### src/rtl/ddr3_adapter_pkg.sv
// Shared constants, FSM state type and sizing helper for the DDR3 app adapter.
package ddr3_adapter_pkg;

   localparam logic [2:0] MIG_CMD_WRITE = 3'b000;
   localparam logic [2:0] MIG_CMD_READ  = 3'b001;

   typedef enum logic [1:0] {
      ST_CALIB = 2'd0,
      ST_IDLE  = 2'd1,
      ST_ISSUE = 2'd2
   } adapter_state_t;

   // Bits needed to hold a credit count in the range 0..max_out.
   function automatic int credit_width(input int max_out);
      return $clog2(max_out + 1);
   endfunction

endpackage

### src/rtl/sync_fifo.sv
// Single-clock FIFO, first-word fall-through, push accepted on full when popping.
module sync_fifo #(
   parameter int WIDTH = 8,
   parameter int DEPTH = 16
) (
   input  logic             i_clk,
   input  logic             i_rst,
   input  logic             i_push,
   input  logic [WIDTH-1:0] i_wdata,
   input  logic             i_pop,
   output logic [WIDTH-1:0] o_rdata,
   output logic             o_full,
   output logic             o_empty
);

   localparam int AW = $clog2(DEPTH);
   localparam logic [AW:0] FULL_CNT = (AW + 1)'(DEPTH);

   logic [WIDTH-1:0] r_mem [DEPTH];
   logic [AW-1:0]    r_wr_ptr;
   logic [AW-1:0]    r_rd_ptr;
   logic [AW:0]      r_count;
   logic             w_do_pop;
   logic             w_do_push;

   assign o_full    = (r_count == FULL_CNT);
   assign o_empty   = (r_count == '0);
   assign w_do_pop  = i_pop && !o_empty;
   assign w_do_push = i_push && (!o_full || w_do_pop);
   assign o_rdata   = r_mem[r_rd_ptr];

   // Storage array; contents need no reset, occupancy is tracked separately.
   always_ff @(posedge i_clk) begin
      if (w_do_push) begin
         r_mem[r_wr_ptr] <= i_wdata;
      end
   end

   // Pointer and occupancy bookkeeping.
   always_ff @(posedge i_clk) begin
      if (i_rst) begin
         r_wr_ptr <= '0;
         r_rd_ptr <= '0;
         r_count  <= '0;
      end else begin
         if (w_do_push) r_wr_ptr <= r_wr_ptr + 1'b1;
         if (w_do_pop)  r_rd_ptr <= r_rd_ptr + 1'b1;
         case ({w_do_push, w_do_pop})
            2'b10:   r_count <= r_count + 1'b1;
            2'b01:   r_count <= r_count - 1'b1;
            default: r_count <= r_count;
         endcase
      end
   end

endmodule

### src/rtl/ddr3_app_adapter.sv
// Tagged request/response front end for the MIG 7-series DDR3 app interface.
module ddr3_app_adapter
   import ddr3_adapter_pkg::*;
#(
   parameter int ADDR_WIDTH      = 29,
   parameter int MIG_ADDR_WIDTH  = 28,
   parameter int DATA_WIDTH      = 256,
   parameter int TAG_WIDTH       = 4,
   parameter int MAX_OUTSTANDING = 16
) (
   input  logic                                     ui_clk,
   input  logic                                     ui_clk_sync_rst,
   input  logic                                     init_calib_complete,
   input  logic                                     req_valid,
   output logic                                     req_ready,
   input  logic                                     req_write,
   input  logic [ADDR_WIDTH-1:0]                    req_addr,
   input  logic [TAG_WIDTH-1:0]                     req_tag,
   input  logic [DATA_WIDTH-1:0]                    req_wdata,
   input  logic [DATA_WIDTH/8-1:0]                  req_wbe,
   output logic                                     rsp_valid,
   input  logic                                     rsp_ready,
   output logic [TAG_WIDTH-1:0]                     rsp_tag,
   output logic [DATA_WIDTH-1:0]                    rsp_data,
   output logic [MIG_ADDR_WIDTH-1:0]                app_addr,
   output logic [2:0]                               app_cmd,
   output logic                                     app_en,
   input  logic                                     app_rdy,
   output logic [DATA_WIDTH-1:0]                    app_wdf_data,
   output logic [DATA_WIDTH/8-1:0]                  app_wdf_mask,
   output logic                                     app_wdf_wren,
   output logic                                     app_wdf_end,
   input  logic                                     app_wdf_rdy,
   input  logic [DATA_WIDTH-1:0]                    app_rd_data,
   input  logic                                     app_rd_data_valid,
   input  logic                                     app_rd_data_end,
   output logic [credit_width(MAX_OUTSTANDING)-1:0] outstanding,
   output logic                                     err_addr,
   output logic                                     err_proto
);

   localparam int CW    = credit_width(MAX_OUTSTANDING);
   localparam int RSP_W = TAG_WIDTH + DATA_WIDTH;
   localparam logic [CW-1:0] CREDITS_MAX = CW'(MAX_OUTSTANDING);

   adapter_state_t          r_state;
   adapter_state_t          w_state_next;
   logic [MIG_ADDR_WIDTH-1:0] r_addr;
   logic [2:0]              r_cmd;
   logic [DATA_WIDTH-1:0]   r_wdata;
   logic [DATA_WIDTH/8-1:0] r_mask;
   logic [TAG_WIDTH-1:0]    r_tag;
   logic                    r_cmd_done;
   logic                    r_wdf_done;
   logic [CW-1:0]           r_credits;
   logic                    r_err_addr;
   logic                    r_err_proto;

   logic                    w_is_write;
   logic                    w_req_fire;
   logic                    w_cmd_fire;
   logic                    w_wdf_fire;
   logic                    w_rd_accept;
   logic                    w_rsp_pop;
   logic                    w_addr_hi;
   logic [TAG_WIDTH-1:0]    w_tag_rdata;
   logic                    w_tag_full;
   logic                    w_tag_empty;
   logic                    w_rsp_push;
   logic [RSP_W-1:0]        w_rsp_rdata;
   logic                    w_rsp_full;
   logic                    w_rsp_empty;
   logic                    w_proto_err;
   logic                    w_unused;

   if (ADDR_WIDTH > MIG_ADDR_WIDTH) begin : g_addr_hi
      assign w_addr_hi = |req_addr[ADDR_WIDTH-1:MIG_ADDR_WIDTH];
   end else begin : g_no_addr_hi
      assign w_addr_hi = 1'b0;
   end

   assign w_is_write  = (r_cmd == MIG_CMD_WRITE);
   assign w_req_fire  = req_valid && req_ready;
   assign w_cmd_fire  = app_en && app_rdy;
   assign w_wdf_fire  = app_wdf_wren && app_wdf_rdy;
   assign w_rd_accept = w_cmd_fire && !w_is_write;
   assign w_rsp_pop   = rsp_valid && rsp_ready;
   assign w_rsp_push  = app_rd_data_valid && !w_tag_empty;
   assign w_proto_err = (app_rd_data_valid && w_tag_empty) ||
                        (w_rsp_push && w_rsp_full && !w_rsp_pop);
   assign w_unused    = &{app_rd_data_end, w_tag_full};

   assign app_addr     = r_addr;
   assign app_cmd      = r_cmd;
   assign app_wdf_data = r_wdata;
   assign app_wdf_mask = r_mask;
   assign app_wdf_end  = app_wdf_wren;
   assign outstanding  = CREDITS_MAX - r_credits;
   assign err_addr     = r_err_addr;
   assign err_proto    = r_err_proto;
   assign rsp_valid    = !w_rsp_empty;
   // Gate the FWFT head so stale storage never leaks out while empty.
   assign {rsp_tag, rsp_data} = w_rsp_empty ? '0 : w_rsp_rdata;

   // FSM state register.
   always_ff @(posedge ui_clk) begin
      if (ui_clk_sync_rst) r_state <= ST_CALIB;
      else                 r_state <= w_state_next;
   end

   // Next-state and handshake outputs; command and write-data lanes finish independently.
   always_comb begin
      w_state_next = r_state;
      req_ready    = 1'b0;
      app_en       = 1'b0;
      app_wdf_wren = 1'b0;
      case (r_state)
         ST_CALIB: begin
            if (init_calib_complete) w_state_next = ST_IDLE;
         end
         ST_IDLE: begin
            req_ready = req_write || (r_credits != '0);
            if (req_valid && req_ready) w_state_next = ST_ISSUE;
         end
         ST_ISSUE: begin
            app_en       = !r_cmd_done;
            app_wdf_wren = w_is_write && !r_wdf_done;
            if ((r_cmd_done || app_rdy) &&
                (!w_is_write || r_wdf_done || app_wdf_rdy)) begin
               w_state_next = ST_IDLE;
            end
         end
         default: w_state_next = ST_CALIB;
      endcase
   end

   // Request capture, lane completion, read credits and sticky error flags.
   always_ff @(posedge ui_clk) begin
      if (ui_clk_sync_rst) begin
         r_addr      <= '0;
         r_cmd       <= '0;
         r_wdata     <= '0;
         r_mask      <= '0;
         r_tag       <= '0;
         r_cmd_done  <= 1'b0;
         r_wdf_done  <= 1'b0;
         r_credits   <= CREDITS_MAX;
         r_err_addr  <= 1'b0;
         r_err_proto <= 1'b0;
      end else begin
         if (w_req_fire) begin
            r_addr     <= req_addr[MIG_ADDR_WIDTH-1:0];
            r_cmd      <= req_write ? MIG_CMD_WRITE : MIG_CMD_READ;
            r_wdata    <= req_wdata;
            r_mask     <= ~req_wbe;
            r_tag      <= req_tag;
            r_cmd_done <= 1'b0;
            r_wdf_done <= 1'b0;
         end else begin
            if (w_cmd_fire) r_cmd_done <= 1'b1;
            if (w_wdf_fire) r_wdf_done <= 1'b1;
         end
         if (w_req_fire && w_addr_hi) r_err_addr  <= 1'b1;
         if (w_proto_err)             r_err_proto <= 1'b1;
         case ({w_rd_accept, w_rsp_pop})
            2'b10:   r_credits <= r_credits - 1'b1;
            2'b01:   r_credits <= r_credits + 1'b1;
            default: r_credits <= r_credits;
         endcase
      end
   end

   sync_fifo #(
      .WIDTH (TAG_WIDTH),
      .DEPTH (MAX_OUTSTANDING)
   ) u_tag_fifo (
      .i_clk   (ui_clk),
      .i_rst   (ui_clk_sync_rst),
      .i_push  (w_rd_accept),
      .i_wdata (r_tag),
      .i_pop   (app_rd_data_valid),
      .o_rdata (w_tag_rdata),
      .o_full  (w_tag_full),
      .o_empty (w_tag_empty)
   );

   sync_fifo #(
      .WIDTH (RSP_W),
      .DEPTH (MAX_OUTSTANDING)
   ) u_rsp_fifo (
      .i_clk   (ui_clk),
      .i_rst   (ui_clk_sync_rst),
      .i_push  (w_rsp_push),
      .i_wdata ({w_tag_rdata, app_rd_data}),
      .i_pop   (w_rsp_pop),
      .o_rdata (w_rsp_rdata),
      .o_full  (w_rsp_full),
      .o_empty (w_rsp_empty)
   );

endmodule

### config.mk
export PLATFORM = sky130hd
export DESIGN_NAME = ddr3_app_adapter
export DESIGN_NICKNAME = d
export VERILOG_FILES = /design/src/rtl/ddr3_adapter_pkg.sv /design/src/rtl/sync_fifo.sv /design/src/rtl/ddr3_app_adapter.sv
export SDC_FILE = /design/constraint.sdc
export NUM_CORES = 2
export LEC_CHECK = 0
export BUFFER_PORTS_ARGS = -buffer_cell sky130_fd_sc_hd__buf_2
export CAP_MARGIN = 15
export CELL_PAD_IN_SITES_DETAIL_PLACEMENT = 0
export CELL_PAD_IN_SITES_GLOBAL_PLACEMENT = 2
export CORE_ASPECT_RATIO = 0.7
export CORE_MARGIN = 2
export CORE_UTILIZATION = 47
export DETAILED_ROUTE_END_ITERATION = 6
export GPL_ROUTABILITY_DRIVEN = 0
export PLACE_DENSITY_LB_ADDON = 0.1
export SKIP_CTS_REPAIR_TIMING = 1
export SYNTH_ARGS = -nofsm -noshare
export SYNTH_HDL_FRONTEND = slang
export SYNTH_MEMORY_MAX_BITS = 65536
export SYNTH_SLANG_ARGS = --single-unit
export TNS_END_PERCENT = 10
### constraint.sdc
create_clock -name ui_clk -period 23 [get_ports ui_clk]
set_input_delay 1.15 -clock ui_clk [delete_from_list [all_inputs] [get_ports ui_clk]]
set_output_delay 1.15 -clock ui_clk [all_outputs]
set_load 0.03 [all_outputs]
==> metrics.md <==
| Metric | Value |
|---|---|
| Status | `completed` |
| Yosys cell types | `51` |
| Yosys reg bits | `4590` |
| Leakage | `62.8 nW` |
| CP startpoint kind | `flip-flop` |
| Input/output buffers | `1174` |
| Adder-cell area share of the yosys netlist | `less than 1%` |
| Top_reg_cell synth | `edfxtp_1` |
| Compound-Gate Fraction of Synth Area | `3.94%` |
| Fin crit share | `39.6%` |
| CTS sink count | `4590` |
| WL per Instance | `34.5 um` |
| Main combinational cell family by area after synthesis | `multiplexers` |
| Synth area leaders | `edfxtp_1, mux4_2, dfxtp_1` |
| Synth area leader | `edfxtp_1` |
| Area growth from synthesis to layout | `14.9%` |
| RSZ-0062 raised after global routing | `no` |
| Routed via count | `91000` |
| Area after DPL | `184000 um^2` |
| Synth Cell Area | `around 170000 um^2` |
| Largest net degree at the start of global routing | `190` |
| CTS tree | `built` |
| Pwr Density | `115 nW/um^2` |
| Hold WC Path Type | `in2reg` |
| Nets | `10400` |
| Die area | `373000 um^2` |
| Post-Synth XOR/XNOR Area | `0.117%` |
| Final hold vios | `0` |
| Fmax achieved | `approximately 0.11 GHz` |
| GRT overflow | `0` |
| Core Footprint | `367000 um^2` |
| Layout Skew | `73.3 ps` |
| CTS Buffer Depth | `4` |
| Via density per instance | `6.03` |
| Design Area, Final | `199000 um^2` |
| Layout cells sized above 1 | `29.1%` |
| CP Class | `reg2out` |
| Setup Viol. Count Final | `0` |
| DRC | `0` |
| Initial Util | `a little under half` |
| Die height | `511 um` |
| Vias in the first global route | `89000` |
| Initial DRC count | `roughly 10000` |
| Final WS setup | `about 14000 ps` |
| Clock root buffer | `clkbuf_16` |
| Cell mode on critical path | `buf_4` |
| Reg area | `134000 um^2` |
| Synth Area in Simple Gates | `1.76%` |
| CP max FO | `123` |
| Die X | `~730 um` |
| Slowest CP cell | `dfxtp_4` |
| Tmin final | `9110 ps` |
| Mux contribution to synthesized area | `15.1%` |
| GRT Resource Usage Total | `27.4%` |
| Fillers | `28500` |
| Synth warn | `0` |
| Slew Viols, Final | `0` |
| Slew HR | `between 10% and 20%` |
| Total number of H-tree levels | `5` |
| TritonRoute pass-1 iters | `7` |
| Seq/Total Area, Yosys | `between 70% and 80%` |
| Crit path cell chain | `buf_12 -> buf_4 -> buf_12 -> buf_4 -> buf_4 -> buf_4 -> mux2i_1 -> a221oi_1 -> a21oi_1 -> o21ai_1 -> buf_2` |
| DRT antenna net count | `0` |
| Worst hold slack | `388 ps` |
| Cell Rows | `186` |
| Initial antenna violation count | `243` |
| Post-route setup TNS | `0 ps` |
| CTS clk-pin slew, worst paths | `around 70 ps` |
| Crit. End Element | `output pin` |
| Tot Pwr | `0.0228 W` |
| Dpl ws | `14180 ps` |
| Post-synth ARST share | `0%` |
| I/O pin total | `1178` |
| Slew @ Worst Pin | `around 1200 ps` |
| Max-cap violations | `0` |
| Peak supply drop | `146 uV` |
| Crit-path max cell delay | `840 ps` |
| Worst Path Required | `21850 ps` |
| First-pass GRT wire length | `717 mm` |
| Area share of the largest cell type after synthesis | `about three quarters` |
| WP data arrival | `around 8000 ps` |
| Routed wire length | `521 mm` |
| Clk Latency, worst-skew pair | `960 ps` |
| Cts bufs inserted | `438` |
| Multi-input gate area | `36600 um^2` |
| Syn Inst Count | `8486` |
| Post-DP HPWL | `302 mm` |
| Average cell area after synthesis | `around 20 um^2` |
| EDFF count, synth | `between 4000 and 5000` |
==> cells by family after synthesis <==
family	after synthesis
simple gates	775
flops	4590
fa+ha+maj	25
compound gates	1063
xor+xnor	23
mux	1473
buf+inv	536
other cells	1
==> power by group <==
group | total [W] | internal (W) | switching [W]
Clock | 0.00707 | 0.00397 | 0.00310
Sequential | 0.00957 | 0.00944 | 0.000122
Combinational | 0.00612 | 0.00203 | 0.00409
Total | 0.0228 | 0.0154 | 0.00731
==> synthesized netlist by cell type, drive strengths merged, types with 106 or more instances <==
cell       n
a22oi    137
clkbuf   355
mux4     906
buf      160
nand2    615
mux2i    567
a21oi    438
nor2     106
dfxtp    366
o21ai    158
a221oi   137
edfxtp  4224
o22ai    107
==> worst max-delay path, delay by kind of cell, from the launching register on <==
kind	cells	cell delay [ps]
buf+inv	7	4680
flops	1	840
mux	1	160
compound gates	3	1020
==> cells in the final DEF, fill, tap and decap left out, types with 73 or more instances in the layout <==
| master | synthesis | routed |
|---|---|---|
| buf_4 | 6 | 139 |
| a21oi_1 | 438 | 438 |
| mux2i_1 | 567 | 567 |
| a22oi_1 | 87 | 87 |
| nor2_1 | 106 | 92 |
| edfxtp_1 | 4224 | 4224 |
| nand2_1 | 615 | 615 |
| clkbuf_16 | 0 | 445 |
| o22ai_1 | 107 | 107 |
| o21ai_1 | 94 | 93 |
| diode_2 | 0 | 126 |
| clkinv_1 | 0 | 95 |
| clkinv_2 | 0 | 89 |
| mux4_2 | 906 | 906 |
| buf_2 | 99 | 1173 |
| clkbuf_1 | 354 | 73 |
| a221oi_1 | 137 | 137 |
| dfxtp_1 | 366 | 363 |
==> routing by layer <==
layer	global-route usage (%)	part of all wire, %	vias to the layer above
li1	-	-	37500
met2	41.8	46	3973
met5	0.628	0.076	-
met4	8.59	3.3	36
met1	38.6	41	48600
met3	7.66	9.3	897
==> final timing paths <==
| check | from | to | slack (ps) | depth (start not counted) |
|---|---|---|---|---|
| max | flip-flop | rsp_data[205] | 13890 | 11 |
| min | req_wbe[24] | app_wdf_mask[24] | 390 | 2 |
| max reg2reg | u_rsp_fifo.r_count[4] | u_rsp_fifo.r_mem[12][222] | 17900 | 8 |
| min reg2reg | app_wdf_data[181] | app_wdf_data[181] | 460 | 2 |
==> state kept, by name (all words and copies together) (netlist names), named ones only <==
signal               count
app_addr                28
u_tag_fifo.r_wr_ptr      4
u_rsp_fifo.r_wr_ptr      4
r_state                  2
r_tag                    4
r_wdf_done               1
u_tag_fifo.r_mem        64
u_rsp_fifo.r_rd_ptr      4
app_wdf_mask            32
app_cmd                  1
u_tag_fifo.r_count       5
app_wdf_data           256
err_proto                1
err_addr                 1
u_rsp_fifo.r_count       5
r_cmd_done               1
r_credits                5
u_rsp_fifo.r_mem      4160
u_tag_fifo.r_rd_ptr      4
==> final cells by class <==
cell class	count	share of cell area, %
diodes	126	0.159
clock buffers	530	5.83
clock inverters	249	1.13
inverters	21	0.0397
multi-input cells	3361	18.4
flip-flops and latches	4590	67.5
well taps	4888	3.08
repair buffers	1343	3.80
==> per-stage QoR <==
step | util, % | std cells
detailed placement | 50.3 | 14200
CTS | 54.1 | 15000
floorplan | - | 8487
global placement | 50.3 | 14200
global route | 54.2 | 15100
finish | 54.2 | 15100
Power figures use the tool's default switching activity.
